==> config.mk <==
export PLATFORM = sky130hd
export DESIGN_NAME = bmp_loader
export DESIGN_NICKNAME = d
export VERILOG_FILES = /design/src/rtl/bmp_loader_pkg.sv /design/src/rtl/bmp_loader_assembler.sv /design/src/rtl/bmp_loader.sv
export SDC_FILE = /design/constraint.sdc
export NUM_CORES = 2
export LEC_CHECK = 0
export BUFFER_PORTS_ARGS = -buffer_cell sky130_fd_sc_hd__buf_2
export CAP_MARGIN = 10
export CORE_AREA = 3 3 638 640
export CTS_CLUSTER_DIAMETER = 100
export CTS_CLUSTER_SIZE = 25
export DETAILED_ROUTE_END_ITERATION = 6
export DIE_AREA = 0 0 641 643
export PLACE_DENSITY = 0.32
export SYNTH_ARGS = -nofsm -noshare
export SYNTH_HDL_FRONTEND = slang
export SYNTH_HIERARCHICAL = 1
export SYNTH_SLANG_ARGS = --single-unit
==> constraint.sdc <==
create_clock -name clk -period 104.2 [get_ports clk]
set_input_delay 5.21 -clock clk [delete_from_list [all_inputs] [get_ports clk]]
set_output_delay 5.21 -clock clk [all_outputs]
set_load 0.02 [all_outputs]
==> src/rtl/bmp_loader_pkg.sv <==
// rtl/bmp_loader_pkg.sv - shared bitmap geometry and loader state encoding
package bmp_loader_pkg;

  localparam int WORD_W = 16;
  localparam int BMP_W  = 1536;
  localparam int NWORDS = BMP_W / WORD_W;

  typedef enum logic [2:0] {
    ST_IDLE,
    ST_REQ,
    ST_WAIT,
    ST_LOAD,
    ST_RUN,
    ST_FIN
  } state_t;

endpackage

==> src/rtl/bmp_loader_assembler.sv <==
// rtl/bmp_loader_assembler.sv - bitmap word-assembly register
// Module name bmp_assembler: indexed word write, full-width hold otherwise.
module bmp_assembler #(
  parameter int WORD_W = bmp_loader_pkg::WORD_W,
  parameter int BMP_W  = bmp_loader_pkg::BMP_W,
  parameter int NWORDS = bmp_loader_pkg::NWORDS,
  parameter int CW     = (NWORDS > 1) ? $clog2(NWORDS) : 1
) (
  input  logic              clk,
  input  logic              rst,
  input  logic              i_we,
  input  logic [CW-1:0]     i_idx,
  input  logic [WORD_W-1:0] i_wdata,
  output logic [BMP_W-1:0]  o_bitmap
);

  logic [BMP_W-1:0] r_bitmap;

  always_ff @(posedge clk or posedge rst) begin
    if (rst) begin
      r_bitmap <= '0;
    end else if (i_we) begin
      r_bitmap[WORD_W*int'(i_idx) +: WORD_W] <= i_wdata;
    end
  end

  assign o_bitmap = r_bitmap;

endmodule

==> src/rtl/bmp_loader.sv <==
// rtl/bmp_loader.sv - fetches a bitmap word by word, hands it to the compare
// accelerator and captures the accelerator result.
module bmp_loader #(
  parameter int WORD_W = bmp_loader_pkg::WORD_W,
  parameter int BMP_W  = bmp_loader_pkg::BMP_W,
  parameter int NWORDS = BMP_W / WORD_W
) (
  input  logic              clk,
  input  logic              rst,
  input  logic              start,
  input  logic [15:0]       base_addr,
  output logic              mem_rd,
  output logic [15:0]       mem_addr,
  input  logic [WORD_W-1:0] mem_rdata,
  input  logic              mem_rvalid,
  output logic [BMP_W-1:0]  bitmap,
  output logic              wren,
  input  logic              acc_done,
  input  logic [15:0]       acc_result,
  output logic [15:0]       result,
  output logic              busy,
  output logic              done
);

  import bmp_loader_pkg::*;

  localparam int CW = (NWORDS > 1) ? $clog2(NWORDS) : 1;

  state_t          r_state;
  logic [CW-1:0]   r_count;
  logic [15:0]     r_base;
  logic [15:0]     r_mem_addr;
  logic [15:0]     r_result;
  logic            r_mem_rd;
  logic            r_wren;
  logic            r_done;
  logic            r_busy;

  logic            w_last;
  logic            w_word_we;
  logic [CW-1:0]   w_next_count;
  logic [15:0]     w_next_addr;

  assign w_last       = (r_count == CW'(NWORDS - 1));
  assign w_word_we    = (r_state == ST_WAIT) && mem_rvalid;
  assign w_next_count = r_count + 1'b1;
  assign w_next_addr  = r_base + 16'(w_next_count);

  // mem_rd is raised on entry to REQ so it is high exactly while in REQ
  always_ff @(posedge clk or posedge rst) begin
    if (rst) begin
      r_state    <= ST_IDLE;
      r_count    <= '0;
      r_base     <= '0;
      r_mem_addr <= '0;
      r_result   <= '0;
      r_mem_rd   <= 1'b0;
      r_wren     <= 1'b0;
      r_done     <= 1'b0;
      r_busy     <= 1'b0;
    end else begin
      r_mem_rd <= 1'b0;
      r_wren   <= 1'b0;
      r_done   <= 1'b0;
      case (r_state)
        ST_IDLE: begin
          if (start) begin
            r_base     <= base_addr;
            r_count    <= '0;
            r_mem_addr <= base_addr;
            r_mem_rd   <= 1'b1;
            r_busy     <= 1'b1;
            r_state    <= ST_REQ;
          end
        end
        ST_REQ: begin
          r_state <= ST_WAIT;
        end
        ST_WAIT: begin
          if (mem_rvalid) begin
            if (w_last) begin
              r_wren  <= 1'b1;
              r_state <= ST_LOAD;
            end else begin
              r_count    <= w_next_count;
              r_mem_addr <= w_next_addr;
              r_mem_rd   <= 1'b1;
              r_state    <= ST_REQ;
            end
          end
        end
        ST_LOAD: begin
          r_state <= ST_RUN;
        end
        ST_RUN: begin
          if (acc_done) begin
            r_result <= acc_result;
            r_done   <= 1'b1;
            r_busy   <= 1'b0;
            r_state  <= ST_FIN;
          end
        end
        ST_FIN: begin
          r_state <= ST_IDLE;
        end
        default: begin
          r_state <= ST_IDLE;
        end
      endcase
    end
  end

  bmp_assembler #(
    .WORD_W (WORD_W),
    .BMP_W  (BMP_W),
    .NWORDS (NWORDS),
    .CW     (CW)
  ) u_asm (
    .clk      (clk),
    .rst      (rst),
    .i_we     (w_word_we),
    .i_idx    (r_count),
    .i_wdata  (mem_rdata),
    .o_bitmap (bitmap)
  );

  assign mem_rd   = r_mem_rd;
  assign mem_addr = r_mem_addr;
  assign wren     = r_wren;
  assign result   = r_result;
  assign busy     = r_busy;
  assign done     = r_done;

endmodule
==> results.md <==
- In the routed layout, each cell is associated on average with a via count of 4.42.
- The die covers approximately 400,000 um^2.
- The final route contains 55.7k vias.
- In the routed design, unresolved DRC markers number 0.
- The average routed wire per standard cell is 35.0 um.
- The sort of element at the start of the critical path is an input pin.
- The critical path starts at rst.
- STA classifies the critical path endpoint as an async pin.
- The floorplan step set the die height to about 640 um.
- The worst endpoint required time is 105.08 ns.
- In this run, the number of DRC markers left after iteration 0 of detailed routing was around 4.4k.
- The endpoint identified for the worst register-to-register timing path is u_asm/o_bitmap[907].
- The number of warnings printed during yosys synthesis is 6.
- The worst-case clock buffer depth is 4.
- The commonest non-fill, non-tap cell in the layout is buf_2.
- Setup repair after global routing left no endpoint under its margin.
- The largest area contributor in the synthesized netlist is dfrtp_1.
- The flop-to-flop setup slack is 97.75 ns.
- The logic depth of the worst register-to-register path is 10.
- The clock network is responsible for 33.9% of the overall power.
- The count of input and output buffers is ~1.6k.
- Relative to the synthesized area, the layout overhead comes to 27.0%.
- In this run the power density over the cells is 17.6 nW/um^2.
- Adding up every negative setup slack in the final design gives 0 ns.
- The net switching component of the power is 0.000590 W.
- Clock tree synthesis found a total of 1,598 sinks.
- The instance count of the mapped netlist is between 5k and 6k.
- The length of the first detailed-routing pass in iterations is 5.
- 1,625 I/O pins were placed.
- Clock latency on the worst-skew pair, taken at its later pin, is 0.90 ns.
- The detail route stage leaves a number of antenna-violating nets equal to 0.
- The number of buffers added by the clock tree synthesis step is 105.
- The initial standard-cell utilization of the core is 16.7%.
- The TritonCTS clock tree is yes.
- Detailed placement ended at an HPWL of roughly 320,000 um.
- The share of final-layout standard cells stronger than drive strength 1 is 37.0%.
- The final count of pins violating max slew is 0.
- The count of distinct cell types in the synthesized netlist is 73.
- The clock arrives with 0.0508 ns of skew.
- The worst path uses 9.52% of the clock period.
- Sequential cells account for 42.9% of the total power.
- For this run, the register share of the synthesized area comes to 59.5%.
- The initial antenna violation count is between 60 and 70.
- The kind of critical path is input pin to async pin.
- Synthesis produced a netlist with a net count of 5,943.
- The path with the worst hold slack has its endpoint at u_asm/o_bitmap[1184].
- Entering global routing, the biggest net connects 112 pins.
- The switching part of the total is around two fifths.
- The standard cell core area is 402,000 um^2.
- The clock root buffer is clkbuf_16.
- Global routing finished with a remaining overflow of 0.
- VDD sags by at most 0.0198 mV.
- The number of hold buffers added after CTS was 0.
- At the placement stage, the worst setup path has a slack of 93.14 ns.
- The worst hold path class is flop to flop.
- The post-synthesis cell area is 67,200 um^2.
- After synthesis, the cell types taking the most area are dfrtp_1, mux2_2, o31ai_1, o21ai_0, nand2_1.
- The top fanout value on the critical path is around 110.
- For this run, the leading register cell type out of synthesis is dfrtp_1.
- The number of rows created at floorplan is 233.
- Based on the critical path, the design can be clocked at up to 101 MHz.
- Global routing used 20.6% of the available tracks.
- The first global-routing pass estimated 576,000 um of wire.
- The congestion estimate from routability-driven global placement came to approximately 0.82.
- The number of buffers inserted by post-CTS setup repair is 0.
- The flow ran to the end, and the final reports show no timing, DRC or antenna violations.
- The startpoint of the worst register-to-register path is r_count[0].
- Setup violations remaining at the end of the flow were counted as 0.
- Max-cap violations in this run came to 0.
- The share of synthesized area in the top cell type comes to 59.5%.
- The worst hold path begins at u_asm/o_bitmap[1184].
- Measured on the finished design, the core utilization comes to 21.2%.
- After clock tree synthesis, the clock-pin slew on the worst setup and hold paths is 0.08 ns.
- The CTS H-tree depth is 3.
- The average cell area after synthesis is 11.4 um^2.
- The static leakage is ~42 nW.
- The routed wire length is 440,000 um.
- The internal portion of the total power is approximately 0.00091 W.
- In the post-route analysis, the smallest setup slack over all paths is about 94 ns.
- In the layout the commonest cells are buf_2, dfrtp_1, o31ai_1, nand2_1, mux2_2.
- At the end of the flow, the number of nets in the layout was approximately 7.3k.
- Measured against its own limit, the worst slew margin works out to approximately 15%.
- The number of enable flip-flop cells after synthesis is 0.
- In this run the horizontal extent of the chip is 641 um.
- The worst hold path was traced through 2 stages.
- The post-cts gate resize count is 0.
- Data on the critical path arrives at its endpoint at 10.80 ns.
- The count of final hold-check violations is 0.
- The share of flip-flops with an asynchronous set or reset is 100%.
- The via count of the first global-routing pass is 56.2k.
- The smallest clock period supported by the final layout is computed as between 9 and 10 ns.
- The combinational fraction of design power is 23.2%.
- The register bit total from synthesis is 1,598.
- The slew of the pin with the lowest slew margin is between 1 and 1.5 ns.
==> worst max-delay path: stages <==
cell and delay (ns):
buf_2 0.14, inv_8 0.44, buf_4 0.76, buf_12 0.54, buf_4 0.77, buf_4 0.78
buf_4 0.69, buf_4 0.83
==> metal layers <==
metal	routed length (um)	up-vias	share of wire, %	track usage [%]
li1	-	23800	-	-
met3	29500	365	6.7	4.71
met2	222000	2029	50	36.5
met4	14800	24	3.4	5.96
met1	174000	29600	40	24.7
met5	154	-	0.035	0
==> registers in the layout, summed over array words and instances (netlist names) <==
register	cells
u_asm/o_bitmap	1536
r_count	7
mem_rd	1
wren	1
done	1
busy	1
r_state	3
mem_addr	16
r_base	16
result	16
==> logic make-up (layout without fill, tap and decap cells) <==
group	after synthesis	in the layout	share of synthesized area [%]
other cells	0	27	0
xor+xnor	20	20	0.261
mux	669	669	11.3
compound gates	1483	1483	14.9
simple gates	1462	1462	9.73
flops	1598	1598	59.5
buf+inv	634	2044	4.07
fa+ha+maj	12	12	0.235
==> how the worst max path moves through the flow <==
stage | to | slack (ns) | depth (start not counted)
CTS | u_asm/o_bitmap[682] | 94.14 | 8
finish | u_asm/o_bitmap[682] | 94.28 | 8
detailed placement | u_asm/o_bitmap[683] | 93.14 | 8
global placement | u_asm/o_bitmap[683] | 93.30 | 8
floorplan | u_asm/o_bitmap[0] | 55.66 | 1
global route | u_asm/o_bitmap[682] | 93.45 | 8
==> stage by stage <==
| stage | cells | total power (W) | cell area, um^2 | hold slack (ns) |
|---|---|---|---|---|
| final | 12600 | 0.00150 | 85300 | 0.477 |
| after global routing | 12600 | 0.00157 | 85200 | 0.489 |
| after CTS | 12600 | 0.00154 | 85200 | 0.482 |
| after detailed placement | 12400 | 0.00102 | 81400 | 0.455 |
| after global placement | 12400 | 0.00102 | 81300 | 0.454 |
| after floorplan | 5878 | 0.000824 | 67200 | 0.470 |
==> cell usage after synthesis (all sizes together), types with 10 or more instances <==
| master | count |
|---|---|
| nand2b | 15 |
| and2 | 37 |
| nor3 | 251 |
| or3 | 26 |
| o211ai | 19 |
| nor2 | 329 |
| nor4 | 10 |
| mux2i | 30 |
| o21ai | 506 |
| inv | 43 |
| o31ai | 778 |
| a21o | 61 |
| nor2b | 19 |
| mux2 | 639 |
| o41ai | 65 |
| clkbuf | 398 |
| xor2 | 11 |
| or2 | 29 |
| a21oi | 13 |
| dfrtp | 1598 |
| buf | 193 |
| ha | 11 |
| nand3 | 68 |
| nand2 | 647 |
==> power by group through the flow <==
stage | sequential (W) | combinational, W | clock, W
floorplan | 0.000667 | 0.000157 | 0
global placement | 0.000657 | 0.000359 | 0
global route | 0.000647 | 0.000370 | 0.000550
detailed placement | 0.000657 | 0.000362 | 0
CTS | 0.000645 | 0.000362 | 0.000530
finish | 0.000645 | 0.000349 | 0.000509
==> layout make-up <==
class,instances,area [um^2]
Multi-Input combinational cell,3646,24900
Clock inverter,75,1110
Tap cell,5287,6620
Clock buffer,114,2730
Inverter,43,171
Antenna cell,27,67.6
Sequential cell,1598,40000
Fill cell,43900,317000
Timing Repair Buffer,1812,9680
No activity file was read; power rests on OpenSTA's default activity.
